<file path="src/rtl/rf_pkg.sv">
// Shared definitions for the register-file write path.
//   NREG     number of architectural registers in the bank
//   RADDR_W  register index width
//   onehot8  index -> one-hot bank write enable
package rf_pkg;

    localparam int NREG    = 8;
    localparam int RADDR_W = 3;

    function automatic logic [NREG-1:0] onehot8(input logic [RADDR_W-1:0] addr);
        logic [NREG-1:0] r;
        r       = '0;
        r[addr] = 1'b1;
        return r;
    endfunction

endpackage

</file>
<file path="src/rtl/rf_wfifo.sv">
// In-order write-request FIFO.
//   push/pop   enqueue din / dequeue head (caller guarantees no push when full,
//              no pop when empty)
//   dout       head entry
//   full/empty occupancy flags; count = entries held (0..DEPTH)
//   vld        per-slot occupied bits
//   tags       top TW bits of every slot, so the consumer can scan all
//              queued entries without reading the whole payload
module rf_wfifo #(
    parameter int DEPTH = 4,
    parameter int DW    = 35,
    parameter int TW    = 3,
    parameter int CW    = $clog2(DEPTH) + 1
) (
    input  logic                       clk,
    input  logic                       reset,
    input  logic                       push,
    input  logic                       pop,
    input  logic [DW-1:0]              din,
    output logic [DW-1:0]              dout,
    output logic                       full,
    output logic                       empty,
    output logic [CW-1:0]              count,
    output logic [DEPTH-1:0]           vld,
    output logic [DEPTH-1:0][TW-1:0]   tags
);

    localparam int PW = $clog2(DEPTH);

    logic [DEPTH-1:0][DW-1:0] mem_q;
    logic [PW-1:0]            wptr_q, wptr_d, rptr_q, rptr_d;
    logic [CW-1:0]            cnt_q, cnt_d;
    logic [DEPTH-1:0]         vld_q, vld_d;

    // Payload storage needs no reset: vld_q qualifies every slot.
    always_ff @(posedge clk) begin
        if (push) mem_q[wptr_q] <= din;
    end

    // Pointers wrap naturally because DEPTH is a power of two.
    always_comb begin
        wptr_d = wptr_q;
        rptr_d = rptr_q;
        cnt_d  = cnt_q;
        vld_d  = vld_q;
        if (pop) begin
            rptr_d        = rptr_q + 1'b1;
            vld_d[rptr_q] = 1'b0;
        end
        if (push) begin
            wptr_d        = wptr_q + 1'b1;
            vld_d[wptr_q] = 1'b1;
        end
        if (push && !pop)      cnt_d = cnt_q + 1'b1;
        else if (pop && !push) cnt_d = cnt_q - 1'b1;
    end

    always_ff @(posedge clk or posedge reset) begin
        if (reset) begin
            wptr_q <= '0;
            rptr_q <= '0;
            cnt_q  <= '0;
            vld_q  <= '0;
        end else begin
            wptr_q <= wptr_d;
            rptr_q <= rptr_d;
            cnt_q  <= cnt_d;
            vld_q  <= vld_d;
        end
    end

    always_comb begin
        for (int i = 0; i < DEPTH; i++) tags[i] = mem_q[i][DW-1 -: TW];
    end

    assign dout  = mem_q[rptr_q];
    assign full  = (cnt_q == CW'(DEPTH));
    assign empty = (cnt_q == '0);
    assign count = cnt_q;
    assign vld   = vld_q;

endmodule

</file>
<file path="src/rtl/rf_write_ctrl.sv">
// Write-port controller in front of the 8x32 register bank.
//   wr_valid/wr_ready/wr_addr/wr_data  request handshake from the result path
//   hold     1 = issue nothing this cycle (requests still buffered)
//   en       registered one-hot bank write enable
//   d_out    registered bank write data (holds when nothing issues)
//   pending  registers targeted by a queued or currently issuing write
//   count    FIFO occupancy
module rf_write_ctrl
    import rf_pkg::*;
#(
    parameter int DEPTH = 4,
    parameter int WIDTH = 32
) (
    input  logic                    clk,
    input  logic                    reset,
    input  logic                    wr_valid,
    output logic                    wr_ready,
    input  logic [RADDR_W-1:0]      wr_addr,
    input  logic [WIDTH-1:0]        wr_data,
    input  logic                    hold,
    output logic [NREG-1:0]         en,
    output logic [WIDTH-1:0]        d_out,
    output logic [NREG-1:0]         pending,
    output logic [$clog2(DEPTH):0]  count
);

    localparam int DW = WIDTH + RADDR_W;

    logic                             accept, bypass, f_push, f_pop;
    logic                             f_full, f_empty;
    logic [DW-1:0]                    f_dout;
    logic [DEPTH-1:0]                 f_vld;
    logic [DEPTH-1:0][RADDR_W-1:0]    f_tags;
    logic [NREG-1:0]                  en_q, en_d;
    logic [WIDTH-1:0]                 d_q, d_d;

    // Ready depends only on occupancy, never on hold or wr_valid.
    assign wr_ready = !f_full;
    assign accept   = wr_valid && wr_ready;
    // An empty FIFO with an open issue slot forwards the request directly;
    // ordering is safe since nothing older is waiting.
    assign bypass   = accept && f_empty && !hold;
    assign f_push   = accept && !bypass;
    assign f_pop    = !hold && !f_empty;

    rf_wfifo #(.DEPTH(DEPTH), .DW(DW), .TW(RADDR_W)) u_fifo (
        .clk   (clk),
        .reset (reset),
        .push  (f_push),
        .pop   (f_pop),
        .din   ({wr_addr, wr_data}),
        .dout  (f_dout),
        .full  (f_full),
        .empty (f_empty),
        .count (count),
        .vld   (f_vld),
        .tags  (f_tags)
    );

    always_comb begin
        en_d = '0;
        d_d  = d_q;
        if (f_pop) begin
            en_d = onehot8(f_dout[DW-1 -: RADDR_W]);
            d_d  = f_dout[WIDTH-1:0];
        end else if (bypass) begin
            en_d = onehot8(wr_addr);
            d_d  = wr_data;
        end
    end

    always_ff @(posedge clk or posedge reset) begin
        if (reset) begin
            en_q <= '0;
            d_q  <= '0;
        end else begin
            en_q <= en_d;
            d_q  <= d_d;
        end
    end

    // The issuing write still counts as pending until the bank captures it.
    always_comb begin
        pending = en_q;
        for (int i = 0; i < DEPTH; i++)
            if (f_vld[i]) pending = pending | onehot8(f_tags[i]);
    end

    assign en    = en_q;
    assign d_out = d_q;

endmodule
</file>
<file path="config.mk">
export PLATFORM = sky130hd
export DESIGN_NAME = rf_write_ctrl
export DESIGN_NICKNAME = d
export VERILOG_FILES = /design/src/rtl/rf_pkg.sv /design/src/rtl/rf_wfifo.sv /design/src/rtl/rf_write_ctrl.sv
export SDC_FILE = /design/constraint.sdc
export NUM_CORES = 1
export LEC_CHECK = 0
export BUFFER_PORTS_ARGS = -buffer_cell sky130_fd_sc_hd__clkbuf_2
export CAP_MARGIN = 20
export CORE_MARGIN = 1.5
export CORE_UTILIZATION = 51
export DETAILED_ROUTE_END_ITERATION = 8
export PLACE_DENSITY_LB_ADDON = 0.08
export REMOVE_ABC_BUFFERS = 1
export SLEW_MARGIN = 0
export SYNTH_ARGS = -nofsm -noshare
export SYNTH_HDL_FRONTEND = slang
export SYNTH_SLANG_ARGS = --single-unit
</file>
<file path="constraint.sdc">
create_clock -name clk -period 5.68 [get_ports clk]
set_clock_uncertainty 0.2 [all_clocks]
set_input_delay 0.284 -clock clk [delete_from_list [all_inputs] [get_ports clk]]
set_output_delay 0.284 -clock clk [all_outputs]
set_load 0.05 [all_outputs]
</file>
==> reports/qor.csv, run 1 <==
stage;metric;value;unit
power;vdd_ir_drop_max;0.2780;mV
sta;relSlewSlack;29.96;%
cells_and_area;syn2layout_area_growth;18.78;%
global_routing;grt_max_degree;69;
cells_and_area;n_antenna_cell;0;
synthesis;async_flop_share;26.70;%
cells_and_area;stdcell_count;859;
sta;hold_ws;0.04062;ns
place;placed_cell_area;8632;um^2
place;dp_slack;2.757;ns
global_routing;grt_pass1_vias;5298;
synthesis;synth-edff-count;140;
global_routing;grt_first_pass_wirelength;28640;um
synthesis;synth_cells;522;
critical_path;path_class;reg -> reg;
sta;setup_ws;3.058;ns
synthesis;ys_ff_latch;191;
critical_path;crit_slowest_cell;and2_2;
synthesis;synth_area_per_cell;15.39;um^2
cells_and_area;drive_above_1_share;27.16;%
sta;tns;0;ns
critical_path;cp_slowest_stage_delay;0.90;ns
synthesis;ys.flop_type;edfxtp_1;
clock_tree;post_cts_buffers;0;
critical_path;start_kind;flop;
critical_path;required;5.51;ns
synthesis;yosysSeqAreaShare;68.20;%
detailed_routing;wl_per_cell;20.74;um
detailed_routing;postRouteAntennaNets;0;
sta;period_needed;2.622;ns
critical_path;critical_path.endpoint_type;flop;
sta;rsz0062_at_grt;no;
global_routing;grt_usage;23.25;%
clock_tree;cts_root_buf;clkbuf_16;
place;gp_congestion;0.8947;
detailed_routing;drc;0;
global_routing;grt-ovfl-total;0;
clock_tree;clk_latency;0.42;ns
clock_tree;htreeDepth;4;
place;dpl.hpwl;10170;um
place;dp.cells;792;
global_routing;antenna_found_initial;0;
detailed_routing;drtIter0Drc;372;
sta;min_period_over_period;46.15;%
die;io_pins;91;
flow_run;maxCapViolCount;0;
synthesis;ys_types;45;
clock_tree;clockBufferDepth;2;
synthesis;syn-cell-area;8035;um^2
sta;finalHoldViolations;0;
die;die_x;128.5;um
clock_tree;clock_sinks;191;
synthesis;synth_top_area_share;52.32;%
critical_path;path_cells;nand2b_1 -> a21boi_2 -> and2_2;
clock_tree;clkTransAtPathRegs;0.07;ns
power;power_density;557.0;nW/um^2
synthesis;yosysWarnings;0;
detailed_routing;routed_via_density;6.001;
critical_path;crit_fanout;35;
detailed_routing;vias;5155;
worst_hold_path;hold_path.class;in -> reg;
cells_and_area;final_nets;683;
die;rows;45;
run_status;status;finished, final reports clean;
die;core_area;15310;um^2
sta;slew_viol_final;0;
cells_and_area;design_area;9544;um^2
synthesis;synth_area_leaders;edfxtp_1, dfrtp_1, mux4_2;
clock_tree;cts_inserted_buffers;17;
place;numPortBuffers;90;
die;die_area;16520;um^2
cells_and_area;fillerInstances;1206;
synthesis;synth_top_area_cell;edfxtp_1;
cells_and_area;final_cell_mix;edfxtp_1, clkbuf_2, dfrtp_1;
die;start_util;52.47;%
cells_and_area;multi_input_area;2345;um^2
cells_and_area;regArea;5483;um^2
sta;fmax;381.5;MHz
sta;setup_violations;0;
detailed_routing;wirelength;17820;um
critical_path;arrival;2.45;ns
sta;worst_slew_pin_slew;1.048;ns
clock_tree;cts_tree;built;
detailed_routing;drt_pass1_iterations;5;
die;die_h;128.5;um
cells_and_area;final_common_cell;edfxtp_1;
power;p_leak;3.431;nW
-- Yosys cell counts, drive strengths merged, types with 2 or more instances --
master  instances
mux2            2
a31oi          37
inv            14
a32oi           4
o22ai           2
nand3          45
xnor2           2
nor2            7
a41oi           2
a21o            2
a22o            4
ha              8
nand3b          3
or3             3
o21ai          34
mux4           35
nor2b           9
nand2b          6
nand4          14
buf            20
nand2           5
nor3           33
and2            4
clkbuf         16
or2             2
o32ai           7
edfxtp        140
dfrtp          51
-- logic make-up after synthesis --
kind of cell / after synthesis / share of synthesized area, %
flops: 191 / 68.20
simple gates: 135 / 9.327
compound gates: 97 / 7.708
buf+inv: 50 / 2.850
mux: 37 / 10.09
fa+ha+maj: 9 / 1.495
xor+xnor: 3 / 0.3271
-- registers in the layout, summed over array words and instances (netlist names) --
| register | count |
|---|---|
| u_fifo.mem_q | 128 |
| u_fifo.rptr_q | 2 |
| en | 8 |
| u_fifo.wptr_q | 2 |
| u_fifo.count | 3 |
| u_fifo.vld | 4 |
| u_fifo.tags | 12 |
| d_out | 32 |
-- critical path, delay by kind of cell, from the launching register on --
family / cells / cell delay [ns]
and+or+nand+nor: 2 / 1.12
AOI/OAI and AO/OA: 1 / 0.40
DFF: 1 / 0.50
-- where the power goes --
| part | internal (mW) | total (mW) | switching [mW] |
|---|---|---|---|
| clock | 0.640 | 1.12 | 0.485 |
| combinational | 0.671 | 2.02 | 1.35 |
| sequential | 1.89 | 2.17 | 0.287 |
| total | 3.20 | 5.32 | 2.12 |
-- through the flow --
stage	util, %	power [mW]
4_1_cts	62.32	5.355
3_3_place_gp	56.36	4.171
5_1_grt	62.32	5.586
6_report	62.32	5.316
3_5_place_dp	56.36	4.215
2_1_floorplan	-	3.637
-- path summary, 6_finish.rpt --
| path | startpoint | end | slack (ns) | depth (start not counted) |
|---|---|---|---|---|
| setup / recovery | u_fifo.count[2] | u_fifo.mem_q[55] | 3.06 | 3 |
| max in group asynchronous | reset | u_fifo.rptr_q[1] | 4.36 | 4 |
| hold reg to reg | d_out[8] | d_out[8] | 0.37 | 2 |
| setup reg to reg | u_fifo.count[2] | u_fifo.mem_q[55] | 3.06 | 3 |
| min in group asynchronous | reset | d_out[21] | 0.41 | 4 |
| hold / removal | wr_addr[0] | u_fifo.tags[6] | 0.04 | 1 |
-- timing repair --
item,CTS,global route
resized for setup,0,0
hold buffers,35,0
hold endpoints to repair,215,0
-- final cells by class --
type,count,share of cell area [%]
Timing Repair Buffer,130,8.783
Sequential cell,191,57.45
Tap cell,211,2.766
Clock buffer,23,5.008
Multi-Input combinational cell,281,24.57
Inverter,14,0.5506
Clock inverter,9,0.8783
-- per-layer routing --
metal	GRT usage, %	vias to the layer above	part of all wire (%)
met5	0	-	0
met4	8.724	0	2.3
met3	3.160	31	4.3
met2	38.39	177	49
met1	32.04	2637	45
li1	-	2310	-
No activity file was read; power rests on OpenSTA's default activity.
==> inputs of run 2 (changes only) <==
clock period = 2.4 ns   (was 5.68 ns; I/O delays follow)
==> reports/qor.csv, run 2 (synthesis gave the netlist of run 1 again) <==
stage;metric;value;unit;change
run_status;status;finished, final reports clean;;
critical_path;crit_slowest_cell;dfrtp_1;;
sta;fmax;448.4;MHz;+18%
critical_path;reg2reg_depth;7;;+4
critical_path;critPathTopFamily;simple AND/OR/NAND/NOR gates;;
global_routing;grt_max_degree;28;;-59%
die;die_h;128.5;um;unchanged
global_routing;grt-ovfl-total;0;;unchanged
global_routing;antenna_found_initial;0;;unchanged
critical_path;critical_path.endpoint_type;flop;;
die;io_pins;91;;unchanged
sta;min_period_over_period;92.93;%;+47 points
detailed_routing;drt_pass1_iterations;5;;unchanged
sta;setup_ws;0.1697;ns;-2.889 ns
cells_and_area;fillerInstances;1166;;-3.3%
cells_and_area;largest-register;u_fifo.mem_q;;
detailed_routing;postRouteAntennaNets;0;;unchanged
cells_and_area;n_antenna_cell;0;;unchanged
clock_tree;cts_tree;built;;
critical_path;path_cells;nor2_1 -> nand2_1 -> and3_1 -> fa_1 -> nor3b_1 -> o32ai_1 -> a21oi_1;;
critical_path;r2r_end;u_fifo.count[2];;
critical_path;required;2.50;ns;-3.01 ns
cells_and_area;largest_reg_flops;128;;unchanged
global_routing;grt_first_pass_wirelength;30950;um;+8.0%
clock_tree;clock_sinks;191;;unchanged
clock_tree;clockBufferDepth;2;;unchanged
die;start_util;52.47;%;unchanged
sta;setup_violations;0;;unchanged
critical_path;rr_startpoint;u_fifo.count[1];;
critical_path;cp_slowest_stage_delay;0.46;ns;-0.44 ns
global_routing;grt_pass1_vias;5520;;+4.2%
sta;period_needed;2.230;ns;-0.3912 ns
sta;worst_slew_pin_slew;0.6276;ns;-0.4208 ns
critical_path;arrival;2.33;ns;-0.12 ns
detailed_routing;wirelength;19440;um;+9.1%
clock_tree;cts_inserted_buffers;17;;unchanged
sta;slew_viol_final;0;;unchanged
detailed_routing;wl_per_cell;21.99;um;+6.0%
cells_and_area;final_nets;708;;+3.7%
critical_path;crit_fanout;7;;-80%
power;vdd_ir_drop_max;0.6784;mV;+140%
critical_path;start_kind;flop;;
global_routing;grt_usage;25.39;%;+2.1 points
cells_and_area;final_cell_mix;edfxtp_1, clkbuf_2, dfrtp_1;;
cells_and_area;final_common_cell;edfxtp_1;;
detailed_routing;drc;0;;unchanged
place;dp_slack;0.1727;ns;-2.584 ns
die;die_x;128.5;um;unchanged
sta;rsz0062_at_grt;no;;
detailed_routing;vias;5374;;+4.2%
clock_tree;cts_root_buf;clkbuf_16;;
power;power_density;1334;nW/um^2;+140%
sta;finalHoldViolations;0;;unchanged
critical_path;rrSetupSlack;0.17;ns;-2.89 ns
detailed_routing;drtIter0Drc;362;;-2.7%
place;dpl.hpwl;11930;um;+17%
cells_and_area;syn2layout_area_growth;23.09;%;
clock_tree;htreeDepth;4;;unchanged
die;rows;45;;unchanged
cells_and_area;multi_input_area;2345;um^2;unchanged
clock_tree;clkTransAtPathRegs;0.07;ns;about the same
sta;relSlewSlack;58.10;%;+28 points
die;die_area;16520;um^2;unchanged
cells_and_area;regArea;5483;um^2;unchanged
detailed_routing;routed_via_density;6.079;;+1.3%
power;p_leak;3.595;nW;+4.8%
critical_path;path_class;reg -> reg;;
clock_tree;cts-resized-gates;0;;unchanged
clock_tree;post_cts_buffers;0;;unchanged
place;numPortBuffers;90;;unchanged
clock_tree;clk_latency;0.43;ns;about the same
power;total_power;13.20;mW;+150%
flow_run;maxCapViolCount;0;;unchanged
die;core_area;15310;um^2;unchanged
worst_hold_path;hold_path.class;in -> async;;
place;gp_congestion;0.8797;;-1.7%
cells_and_area;drive_above_1_share;29.27;%;+2.1 points
critical_path;worstPathBufferInverterCount;0;;unchanged
-- run 2: cell count changes in the layout (fill, tap and decap cells not counted), sizes merged --
cell,before,now
clkinv,6,4
buf,5,27
clkinvlp,1,2
clkbuf,113,111
dlygate4sd3,35,38
bufinv,1,3
inv,15,16
-- run 2: how the worst max path moves through the flow --
| stage | from | cells after the start | end | slack, ns |
|---|---|---|---|---|
| after floorplan | u_fifo.count[0] | 3 | en[2] | -1.43 |
| after global placement | u_fifo.count[1] | 7 | u_fifo.count[2] | 0.31 |
| after detailed placement | u_fifo.count[1] | 7 | u_fifo.count[2] | 0.17 |
| after CTS | u_fifo.count[1] | 7 | u_fifo.count[2] | 0.16 |
| after global routing | u_fifo.count[1] | 7 | u_fifo.count[2] | 0.02 |
| final | u_fifo.count[1] | 7 | u_fifo.count[2] | 0.17 |
-- run 2: worst register-to-register path, stage by stage, from the launching register on --
cell and delay (ns):
dfrtp_1 0.46, nor2_1 0.19, nand2_1 0.10, and3_1 0.21
fa_1 0.40, nor3b_1 0.18, o32ai_1 0.29, a21oi_1 0.07
-- run 2: area by class of cell --
| cell class | count | share of cell area [%] |
|---|---|---|
| Sequential cell | 191 | 55.43 |
| Multi-Input combinational cell | 281 | 23.71 |
| Timing Repair Buffer | 155 | 11.59 |
| Clock buffer | 21 | 4.453 |
| Tap cell | 211 | 2.669 |
| Clock inverter | 11 | 1.619 |
| Inverter | 14 | 0.5313 |
-- run 2: per-layer routing --
| layer | part of all wire (%) | track usage, % | up-vias |
|---|---|---|---|
| met3 | 6.1 | 4.366 | 28 |
| met1 | 42 | 34.63 | 2755 |
| met2 | 50 | 42.35 | 227 |
| li1 | - | - | 2364 |
| met5 | 0 | 0 | - |
| met4 | 1.5 | 7.997 | 0 |
-- run 2: report_power, final --
part	total (mW)	leakage [nW]	switching (mW)	internal, mW
Combinational	5.29	1.44	3.45	1.85
Clock	2.87	0.284	1.21	1.66
Sequential	5.03	1.87	0.581	4.45
Total	13.2	3.59	5.24	7.96
-- run 2: what timing repair did --
item / CTS / global route
hold buffers: 38 / 0
endpoints found under the hold margin: 206 / 0
setup endpoints to repair: 0 / 0
-- run 2: metrics by stage --
stage | utilization (%) | TNS [ns] | hold slack (ns) | std cells | area (um^2)
CTS | 64.58 | 0 | 0.1224 | 884 | 9891
global route | 64.58 | 0 | 0.1654 | 884 | 9891
detailed placement | 58.18 | 0 | 0.02997 | 814 | 8910
floorplan | - | -87.28 | 0.01887 | 486 | 7859
global placement | 58.18 | 0 | 0.01337 | 814 | 8910
finish | 64.58 | 0 | 0.1111 | 884 | 9891
==> inputs of run 3 (changes only) <==
ABC_AREA = 1   (was unset)
==> reports/qor.csv, run 3 <==
stage;metric;value;unit;change
clock_tree;cts-resized-gates;0;;unchanged
place;dpl.hpwl;11680;um;-2.0%
clock_tree;clk_latency;0.42;ns;about the same
place;dp.cells;1101;;+35%
power;swShare;43.42;%;+3.7 points
place;numPortBuffers;90;;unchanged
place;gp_congestion;0.9553;;+8.6%
cells_and_area;design_area;10250;um^2;+3.6%
clock_tree;clock_sinks;191;;unchanged
critical_path;path_class;reg -> out;;
flow_run;maxCapViolCount;0;;unchanged
synthesis;async_flop_share;26.70;%;unchanged
critical_path;reg2reg_depth;9;;+2
power;clockPowerShare;20.8;%;-0.9 points
detailed_routing;drc;0;;unchanged
power;pwr-share-comb;42.3;%;+2.2 points
cells_and_area;multi_input_area;2462;um^2;+5.0%
clock_tree;htreeDepth;4;;unchanged
power;p_int;7.605;mW;-4.4%
critical_path;crit_fanout;5;;-2
sta;min_period_over_period;86.33;%;-6.6 points
clock_tree;cts_inserted_buffers;17;;unchanged
detailed_routing;vias;6116;;+14%
synthesis;synth-edff-count;140;;unchanged
clock_tree;cts_tree;built;;
sta;relSlewSlack;36.80;%;-21 points
sta;period_needed;2.072;ns;-0.1583 ns
cells_and_area;regArea;5483;um^2;unchanged
sta;setup_violations;0;;unchanged
power;p_leak;4.415;nW;+23%
synthesis;synth_area_per_cell;10.49;um^2;-32%
global_routing;grt_max_degree;51;;+82%
die;core_area;16470;um^2;+7.5%
power;power_density;1311;nW/um^2;-1.7%
detailed_routing;postRouteAntennaNets;0;;unchanged
synthesis;syn-cell-area;8517;um^2;+6.0%
cells_and_area;largest-register;u_fifo.mem_q;;
critical_path;arrival;1.75;ns;-0.58 ns
synthesis;ys_types;29;;-36%
global_routing;grt-ovfl-total;0;;unchanged
place;placed_cell_area;9278;um^2;+4.1%
clock_tree;clockBufferDepth;2;;unchanged
die;rows;47;;+4.4%
sta;worst_slew_pin_slew;0.9457;ns;+0.3182 ns
detailed_routing;drtIter0Drc;422;;+17%
sta;rsz0062_at_grt;no;;
global_routing;grt_usage;22.80;%;-2.6 points
synthesis;synth_most_common_cell;nand2_1;;
worst_hold_path;hold_path.class;in -> async;;
die;start_util;51.72;%;-0.74 points
die;io_pins;91;;unchanged
cells_and_area;n_antenna_cell;0;;unchanged
synthesis;synth_common_cells;nand2_1, edfxtp_1, inv_1;;
power;p_sw;5.837;mW;+11%
global_routing;grt_pass1_vias;5941;;+7.6%
die;die_h;132.2;um;+2.9%
clock_tree;holdBufCountCts;38;;unchanged
synthesis;ys_ff_latch;191;;unchanged
critical_path;critical_path.endpoint_type;primary output;;
die;die_x;132.2;um;+2.9%
cells_and_area;largest_reg_flops;128;;unchanged
detailed_routing;wirelength;19110;um;-1.7%
synthesis;yosysSeqAreaShare;64.35;%;-3.9 points
cells_and_area;stdcell_count;1171;;+32%
critical_path;required;2.08;ns;-0.42 ns
sta;fmax;482.6;MHz;+7.6%
critical_path;rrSetupSlack;0.36;ns;+0.19 ns
cells_and_area;final_nets;986;;+39%
synthesis;ys.flop_type;edfxtp_1;;
cells_and_area;final_common_cell;nand2_1;;
cells_and_area;syn2layout_area_growth;20.35;%;
clock_tree;post_cts_buffers;0;;unchanged
detailed_routing;drt_pass1_iterations;5;;unchanged
power;power.share.sequential;36.9;%;-1.2 points
synthesis;synth_top_area_cell;edfxtp_1;;
critical_path;start_kind;flop;;
run_status;status;finished, final reports clean;;
global_routing;antenna_found_initial;0;;unchanged
synthesis;yosysWarnings;0;;unchanged
power;vdd_ir_drop_max;0.6987;mV;+3.0%
detailed_routing;wl_per_cell;16.32;um;-26%
synthesis;synth_area_leaders;edfxtp_1, dfrtp_1, nand2_1;;
critical_path;rr_startpoint;u_fifo.count[0];;
sta;finalHoldViolations;0;;unchanged
critical_path;r2r_end;u_fifo.count[2];;
clock_tree;cts_root_buf;clkbuf_16;;
sta;slew_viol_final;0;;unchanged
synthesis;synth_cells;812;;+56%
synthesis;synth_top_area_share;49.36;%;-3.0 points
clock_tree;clkTransAtPathRegs;0.07;ns;about the same
cells_and_area;drive_above_1_share;19.77;%;-9.5 points
cells_and_area;fillerInstances;1334;;+14%
cells_and_area;final_cell_mix;nand2_1, edfxtp_1, inv_1;;
global_routing;grt_first_pass_wirelength;30820;um;-0.42%
detailed_routing;routed_via_density;5.223;;-14%
die;die_area;17480;um^2;+5.8%
[run 3: final cells by class]
cell class | instances | share of cell area [%]
Multi-Input combinational cell | 482 | 24.02
Clock inverter | 11 | 1.282
Clock buffer | 21 | 4.492
Timing Repair Buffer | 144 | 10.25
Tap cell | 220 | 2.686
Sequential cell | 191 | 53.49
Inverter | 102 | 3.772
[run 3: cell families after synthesis]
family | count (synthesis) | synth area share, %
simple gates | 350 | 17.13
flops | 191 | 64.35
buf+inv | 139 | 7.096
compound gates | 121 | 9.814
fa+ha+maj | 9 | 1.410
xor+xnor | 2 | 0.2057
[run 3: worst max path at each step]
stage	start	end	slack (ns)	cells past startpoint
after floorplan	u_fifo.count[2]	u_fifo.mem_q[0]	-1.53	6
after global placement	u_fifo.count[0]	u_fifo.count[2]	0.41	9
after detailed placement	u_fifo.count[0]	u_fifo.count[2]	0.35	9
after CTS	u_fifo.tags[7]	pending[0]	0.31	3
after global routing	u_fifo.count[0]	d_out[28]	0.18	5
final	u_fifo.tags[7]	pending[0]	0.33	3
[run 3: metal layers]
layer  vias up  GRT usage [%]  share of wire [%]
met1      2915          29.61                 44
met4         0          9.158                1.3
li1       2980              -                  -
met5         -              0                  0
met3        24          3.652                4.6
met2       197          38.57                 50
[run 3: power by group through the flow]
stage / logic [mW] / clock network, mW / registers [mW]
floorplan: 2.68 / 0 / 6.26
global placement: 5.54 / 0 / 5.00
detailed placement: 5.67 / 0 / 5.02
CTS: 5.74 / 2.85 / 4.96
global route: 6.19 / 2.98 / 5.05
finish: 5.68 / 2.79 / 4.97
[run 3: metrics by stage]
step	setup TNS [ns]	setup WS [ns]	total power, mW	hold slack [ns]	utilization, %
floorplan	-243.39	-1.533	8.934	0.01887	-
global placement	0	0.4137	10.54	0.008916	56.35
detailed placement	0	0.3528	10.70	0.02323	56.35
CTS	0	0.3141	13.55	0.1136	62.25
global route	0	0.1770	14.22	0.1590	62.25
finish	0	0.3280	13.44	0.1172	62.25
[run 3: worst max-delay path, stage by stage, from the launching register on]
cell and delay [ns]:
edfxtp_1 0.46, or2_2 0.34, o2111ai_1 0.21, clkbuf_2 0.32
